==> config.mk <==
export PLATFORM = sky130hd
export DESIGN_NAME = sevenseg_mux_ctrl
export DESIGN_NICKNAME = d
export VERILOG_FILES = /design/src/rtl/sevenseg_pkg.sv /design/src/rtl/sevenseg_hex_dec.sv /design/src/rtl/sevenseg_mux_ctrl.sv
export SDC_FILE = /design/constraint.sdc
export NUM_CORES = 1
export LEC_CHECK = 0
export ABC_AREA = 1
export ABC_CLOCK_PERIOD_IN_PS = 1800
export BUFFER_PORTS_ARGS = -buffer_cell sky130_fd_sc_hd__buf_2
export CAP_MARGIN = 20
export CORE_ASPECT_RATIO = 0.9
export CORE_MARGIN = 5
export CORE_UTILIZATION = 52
export DETAILED_ROUTE_END_ITERATION = 12
export GPL_ROUTABILITY_DRIVEN = 0
export PLACE_DENSITY_LB_ADDON = 0.3
export SETUP_SLACK_MARGIN = 0.05
export SYNTH_ARGS = -nofsm -noshare
export SYNTH_HDL_FRONTEND = slang
export SYNTH_SLANG_ARGS = --single-unit
==> constraint.sdc <==
create_clock -name clk -period 1.8 [get_ports clk]
set_input_delay 0.18 -clock clk [delete_from_list [all_inputs] [get_ports clk]]
set_output_delay 0.18 -clock clk [all_outputs]
set_load 0.05 [all_outputs]
==> src/rtl/sevenseg_pkg.sv <==
// Shared constants for the multiplexed 7-segment display controller.
// Segment patterns are active-high with segment A in bit 0 through G in bit 6.
package sevenseg_pkg;

  localparam logic [6:0]  SEG_OFF = 7'h7F;
  localparam logic [15:0] AN_OFF  = 16'hFFFF;

  // Entry n lights the segments for hex digit n (lowercase b and d).
  localparam logic [15:0][6:0] HEX_SEG = {
    7'h71, 7'h79, 7'h5E, 7'h39, 7'h7C, 7'h77, 7'h6F, 7'h7F,
    7'h07, 7'h7D, 7'h6D, 7'h66, 7'h4F, 7'h5B, 7'h06, 7'h3F
  };

  function automatic logic [6:0] hex_to_seg(input logic [3:0] nib);
    return HEX_SEG[nib];
  endfunction

endpackage

==> src/rtl/sevenseg_hex_dec.sv <==
// Combinational nibble to active-high segment pattern decoder.
module sevenseg_hex_dec
  import sevenseg_pkg::*;
(
  input  logic [3:0] i_nib,
  output logic [6:0] o_seg
);

  always_comb begin
    o_seg = hex_to_seg(i_nib);
  end

endmodule

==> src/rtl/sevenseg_mux_ctrl.sv <==
// Time-multiplexed 7-segment driver: double-buffered digit data swapped at frame
// boundaries, a blank cycle at the start of each slot, and PWM brightness.
module sevenseg_mux_ctrl
  import sevenseg_pkg::*;
#(
  parameter int NUM_DIGITS  = 8,
  parameter int SLOT_CYCLES = 12500,
  parameter int BRIGHT_W    = 4
) (
  input  logic                    clk,
  input  logic                    rst,
  input  logic                    i_load,
  input  logic [4*NUM_DIGITS-1:0] i_hex,
  input  logic [7*NUM_DIGITS-1:0] i_raw_seg,
  input  logic [NUM_DIGITS-1:0]   i_raw_mode,
  input  logic [NUM_DIGITS-1:0]   i_dp,
  input  logic [NUM_DIGITS-1:0]   i_en,
  input  logic [BRIGHT_W-1:0]     i_bright,
  output logic [NUM_DIGITS-1:0]   o_an,
  output logic [6:0]              o_seg,
  output logic                    o_dp,
  output logic                    o_pending,
  output logic                    o_frame
);

  localparam int SLOT_W = (SLOT_CYCLES > 1) ? $clog2(SLOT_CYCLES) : 1;
  localparam int DIG_W  = (NUM_DIGITS > 1) ? $clog2(NUM_DIGITS) : 1;
  localparam logic [SLOT_W-1:0] SLOT_LAST = SLOT_W'(SLOT_CYCLES - 1);
  localparam logic [DIG_W-1:0]  DIG_LAST  = DIG_W'(NUM_DIGITS - 1);

  logic [SLOT_W-1:0]       slot_cnt_q, slot_cnt_d;
  logic [DIG_W-1:0]        dig_q, dig_d;
  logic [BRIGHT_W-1:0]     phase_q, phase_d;
  logic                    frame_q, frame_d;
  logic                    pending_q, pending_d;

  logic [4*NUM_DIGITS-1:0] sh_hex_q, sh_hex_d, act_hex_q, act_hex_d;
  logic [7*NUM_DIGITS-1:0] sh_raw_q, sh_raw_d, act_raw_q, act_raw_d;
  logic [NUM_DIGITS-1:0]   sh_mode_q, sh_mode_d, act_mode_q, act_mode_d;
  logic [NUM_DIGITS-1:0]   sh_dp_q, sh_dp_d, act_dp_q, act_dp_d;
  logic [NUM_DIGITS-1:0]   sh_en_q, sh_en_d, act_en_q, act_en_d;

  logic [NUM_DIGITS-1:0]   an_q, an_d;
  logic [6:0]              seg_q, seg_d;
  logic                    dp_q, dp_d;

  logic                    slot_wrap;
  logic                    frame_bnd;
  logic [3:0]              cur_hex;
  logic [6:0]              cur_raw;
  logic [6:0]              dec_seg;
  logic [6:0]              pattern;
  logic                    lit;
  logic                    drive;

  // Slot, digit and PWM timing
  always_comb begin
    slot_wrap  = (slot_cnt_q == SLOT_LAST);
    frame_bnd  = slot_wrap && (dig_q == DIG_LAST);
    slot_cnt_d = slot_wrap ? '0 : slot_cnt_q + 1'b1;
    dig_d      = dig_q;
    if (slot_wrap) begin
      dig_d = (dig_q == DIG_LAST) ? '0 : dig_q + 1'b1;
    end
    phase_d = phase_q + 1'b1;
    // Decoded from next state so the registered pulse lands on the boundary cycle itself.
    frame_d = (slot_cnt_d == SLOT_LAST) && (dig_d == DIG_LAST);
  end

  // Shadow capture and frame-synchronous transfer
  always_comb begin
    sh_hex_d  = sh_hex_q;
    sh_raw_d  = sh_raw_q;
    sh_mode_d = sh_mode_q;
    sh_dp_d   = sh_dp_q;
    sh_en_d   = sh_en_q;
    if (i_load) begin
      sh_hex_d  = i_hex;
      sh_raw_d  = i_raw_seg;
      sh_mode_d = i_raw_mode;
      sh_dp_d   = i_dp;
      sh_en_d   = i_en;
    end

    act_hex_d  = act_hex_q;
    act_raw_d  = act_raw_q;
    act_mode_d = act_mode_q;
    act_dp_d   = act_dp_q;
    act_en_d   = act_en_q;
    if (frame_bnd && pending_q) begin
      act_hex_d  = sh_hex_q;
      act_raw_d  = sh_raw_q;
      act_mode_d = sh_mode_q;
      act_dp_d   = sh_dp_q;
      act_en_d   = sh_en_q;
    end

    // A load on the boundary cycle wins, so it waits for the following frame.
    pending_d = i_load | (pending_q & ~frame_bnd);
  end

  sevenseg_hex_dec u_hex_dec (
    .i_nib (cur_hex),
    .o_seg (dec_seg)
  );

  // Current digit selection and output drive
  always_comb begin
    cur_hex = act_hex_q[4*int'(dig_q) +: 4];
    cur_raw = act_raw_q[7*int'(dig_q) +: 7];
    pattern = act_mode_q[dig_q] ? cur_raw : dec_seg;
    lit     = (phase_q <= i_bright);
    drive   = act_en_q[dig_q] && lit && (slot_cnt_q != '0);

    an_d  = AN_OFF[NUM_DIGITS-1:0];
    seg_d = SEG_OFF;
    dp_d  = 1'b1;
    if (drive) begin
      an_d[dig_q] = 1'b0;
      seg_d       = ~pattern;
      dp_d        = ~act_dp_q[dig_q];
    end
  end

  always_ff @(posedge clk) begin
    if (rst) begin
      slot_cnt_q <= '0;
      dig_q      <= '0;
      phase_q    <= '0;
      frame_q    <= 1'b0;
      pending_q  <= 1'b0;
      sh_hex_q   <= '0;
      sh_raw_q   <= '0;
      sh_mode_q  <= '0;
      sh_dp_q    <= '0;
      sh_en_q    <= '0;
      act_hex_q  <= '0;
      act_raw_q  <= '0;
      act_mode_q <= '0;
      act_dp_q   <= '0;
      act_en_q   <= '0;
      an_q       <= AN_OFF[NUM_DIGITS-1:0];
      seg_q      <= SEG_OFF;
      dp_q       <= 1'b1;
    end else begin
      slot_cnt_q <= slot_cnt_d;
      dig_q      <= dig_d;
      phase_q    <= phase_d;
      frame_q    <= frame_d;
      pending_q  <= pending_d;
      sh_hex_q   <= sh_hex_d;
      sh_raw_q   <= sh_raw_d;
      sh_mode_q  <= sh_mode_d;
      sh_dp_q    <= sh_dp_d;
      sh_en_q    <= sh_en_d;
      act_hex_q  <= act_hex_d;
      act_raw_q  <= act_raw_d;
      act_mode_q <= act_mode_d;
      act_dp_q   <= act_dp_d;
      act_en_q   <= act_en_d;
      an_q       <= an_d;
      seg_q      <= seg_d;
      dp_q       <= dp_d;
    end
  end

  assign o_an      = an_q;
  assign o_seg     = seg_q;
  assign o_dp      = dp_q;
  assign o_pending = pending_q;
  assign o_frame   = frame_q;

endmodule

==> key figures <==
Critical path
  – R2R depth: 16
  – CP Launch Type: flop
  – R2R setup slack: -0.21 ns
  – CP arrival: 2.45 ns
  – Crit path max fanout: 6
  – Reg2reg start: dig_q[1]$_SDFF_PP0_
  – Crit Reg-Reg Endpoint: o_seg[0]$_SDFF_PP1_
  – Setup crit end kind: flop
  – WS Path Type: flop to flop
  – CP required: 2.24 ns

CTS
  – CTS buffer count: 27
  – Clk sinks: 263
  – CTS tree: yes
  – Clock root buffer: clkbuf_16
  – H-tree lvl count: 1
  – Clk_lat worst skew: 0.55 ns
  – CTS clk-pin slew, worst paths: 0.07 ns
  – Max clock buf depth: 3

Logic synthesis
  – Post-Synth Adder-Cell Area: 1.82%
  – Synth area leaders: dfxtp_1, a21oi_1, o21ai_0, inv_1, nand2_1
  – Most common cell in the netlist: dfxtp_1
  – EDFF count, synth: 0
  – Synth Flop Type: dfxtp_1
  – Syn Nets: 1461
  – Post-Syn Instances: 1327
  – Post-synth top area share: 50.9%
  – Largest family of logic cells by synthesized area: compound AO/OA/AOI/OAI gates
  – Area leader, netlist: dfxtp_1
  – Mux contribution to synthesized area: 0%
  – Fraction of the mapped netlist area in simple logic gates: 11.0%
  – Cell Area, Synth: 10300 um2
  – Post-synthesis xor/xnor area fraction: 0.339%
  – Synth Area in Compound Gates: 25.8%
  – Synth cell types: 35
  – FFs w/ async S/R, synth: 0%
  – Avg Inst Size Synth: 7.79 um2
  – Post-synth top cells: dfxtp_1, a21oi_1, o21ai_0
  – Seq cells post-synth: 263
  – Register area share after synthesis: 50.9%
  – Synth warn: 0

Die
  – Die Width: 159 um
  – Starting Density: 52.4%
  – Placeable Area: 19700 um2
  – I/O pins: 137
  – # rows: 49
  – DIE AREA: 22800 um2
  – Die Ht: 144 um

Timing
  – RSZ-0062 raised after global routing: true
  – Part of the cycle the worst path needs: 112%
  – Max-slew violations: 0
  – Final TNS setup: -5.32 ns
  – Tmin final: 2.01 ns
  – Final setup violation count: 93
  – Final Worst Setup Slack: -0.209 ns
  – Final Hold Viols: 0
  – FMAX: 0.498 GHz
  – Least-Margin Pin Slew: 0.500 ns
  – Clk_skew: 0.0157 ns
  – Relative slew slack: 66.7%

Drt
  – Final WL: 37700 um
  – Vias: 11216
  – Post-route ant nets: 0
  – Detailed Routing Iterations Pass 1: 6
  – Vias per cell: 5.87
  – Avg WL per Cell: 19.7 um
  – Drt initial violations: 1206
  – DR DRC count: 0

Power
  – Clock share of power: 45.0%
  – Internal power: 0.00980 W
  – Power, Total: 0.0128 W
  – Seq pwr share: 47.3%
  – Logic pwr share: 7.7%
  – Pleak: 6.40 nW
  – PD cells: 823 nW/um2
  – Max IR drop VDD: 0.701 mV
  – Sw power: 0.00302 W
  – Switch share: 23.5%

Worst hold path
  – Hold endpoint: sh_raw_q[10]$_SDFFE_PP0P_
  – Hold Startpoint: i_raw_seg[10]
  – HP Class: input pin to flop
  – Hold Path Stages: 3

Global routing
  – Initial antenna violation count: 1
  – Overall Global Routing Usage: 25.7%
  – Total gr overflow: 0
  – Number of global-route vias before repair: 9662
  – Largest net degree at the start of global routing: 93
  – First-pass GRT wire length: 47900 um

Cells and area
  – FILL cells: 1045
  – Layout Cells excl Fill: 1911
  – Area Overhead vs Synth: 50.8%
  – Layout net count: 1770
  – Layout cells sized above 1: 31.9%
  – Final core occ: 78.9%

Run
  – Maxcap violations: 0

Outcome
  – Status: finished, violations left
  – Failing checks: negative setup slack

Placement
  – Cells after DPL: 1688
  – Port buffer count: 136
  – Final HPWL DP: 17500 um
power groups by stage:
| stage | Combinational (W) | Sequential (W) | Clock (W) |
|---|---|---|---|
| after CTS | 0.000871 | 0.00606 | 0.00572 |
| final | 0.000983 | 0.00607 | 0.00577 |
| after global placement | 0.000666 | 0.00618 | 0 |
| after detailed placement | 0.000677 | 0.00618 | 0 |
| after floorplan | 0.000398 | 0.00618 | 0 |
| after global routing | 0.00107 | 0.00608 | 0.00602 |
stage by stage:
stage	setup WS, ns	hold slack (ns)	cell area (um2)
4_1_cts	-0.00357	0.000504	14200
3_3_place_gp	-0.00477	0.440	11500
2_1_floorplan	0.0516	0.373	10400
6_report	-0.209	0.0213	15600
3_5_place_dp	-0.0678	0.447	11500
5_1_grt	-0.293	0.0185	15600
cell families after synthesis:
family,count (synthesis)
AOI/OAI and AO/OA,521
xor gates and xnor gates,4
adders and majority gates,15
buffers and inverters,250
DFF,263
and+or+nand+nor,274
registers in the layout, summed over array words and instances (netlist names):
register,count
sh_dp_q,8
o_frame,1
act_raw_q,56
act_mode_q,8
act_hex_q,32
o_pending,1
o_dp,1
act_en_q,8
phase_q,4
sh_en_q,8
sh_raw_q,56
o_an,8
sh_hex_q,32
o_seg,7
dig_q,3
sh_mode_q,8
slot_cnt_q,14
act_dp_q,8
critical path: stages, from the launching register on:
cell	delay [ns]
dfxtp_2	0.33
buf_12	0.14
nor2_2	0.14
nand2_1	0.16
inv_2	0.12
nand2_1	0.05
nand2_1	0.08
nor2_2	0.05
nand2_4	0.11
inv_4	0.07
ha_1	0.22
nand2_2	0.10
nand2_1	0.06
nand2_1	0.07
nand2_1	0.07
nand2_1	0.07
nand2_1	0.05
routing by layer:
metal / track usage [%] / up-vias / wire length, um
met5: 0 / - / 0
met4: 9.11 / 0 / 2430
met3: 3.76 / 234 / 3520
met2: 44.1 / 752 / 18100
met1: 33.1 / 5185 / 13700
li1: - / 5045 / -
layout by cell type, fill, tap and decap left out, types with 3 or more instances in the layout:
master and instances:
nand3_4 3, clkinv_2 3, clkbuf_1 7, inv_4 5
nor2_1 71, dfxtp_2 9, a21oi_1 163, o22ai_1 30
nand2_4 3, o21ai_0 135, ha_4 6, inv_1 147
ha_1 8, nand4_1 4, buf_2 136, nor2_2 7
nand3_1 28, buf_4 51, buf_16 5, buf_6 20
dlygate4sd3_1 110, o21ai_4 8, nand2_1 115, dfxtp_1 252
nand3_2 6, buf_8 5, o21ai_1 37, nor3_1 4
or2_2 5, clkbuf_8 7, nand2_2 15, buf_12 20
clkbuf_16 46, inv_2 8, a21oi_2 77, xor2_1 3
nor2_4 6, o21ai_2 59
layout make-up:
cell class                      count  area [um2]  share of cell area (%)
Antenna cell                        1        2.50                  0.0161
Clock buffer                       41         798                    5.12
Inverter                          164         646                    4.14
Timing Repair Buffer              366        3480                    22.3
Tap cell                          255         319                    2.05
Multi-Input combinational cell    814        4940                    31.7
Sequential cell                   263        5280                    33.9
Clock inverter                      7         111                   0.715
timing repair:
| action | in CTS | in global routing |
|---|---|---|
| buffers inserted | 21 | 18 |
| hold buffers | 110 | 0 |
| endpoints found under the hold margin | 108 | 0 |
| cloned | 7 | 23 |
| endpoints found under the setup margin | 117 | 130 |
| pin swaps | 15 | 77 |
| gates resized for setup | 93 | 256 |
how the worst max path moves through the flow:
stage                   startpoint                        to  slack, ns  cells after the start
3_3_place_gp   dig_q[1]$_SDFF_PP0_       o_seg[0]$_SDFF_PP1_     -0.005                     12
2_1_floorplan  dig_q[2]$_SDFF_PP0_       o_seg[3]$_SDFF_PP1_       0.05                     16
4_1_cts        dig_q[1]$_SDFF_PP0_       o_seg[0]$_SDFF_PP1_     -0.004                     13
5_1_grt        dig_q[1]$_SDFF_PP0_       o_seg[0]$_SDFF_PP1_      -0.29                     16
6_report       dig_q[1]$_SDFF_PP0_       o_seg[0]$_SDFF_PP1_      -0.21                     16
3_5_place_dp   dig_q[1]$_SDFF_PP0_  act_en_q[4]$_SDFFE_PP0P_      -0.07                      9
(Power assumes the default switching activity.)
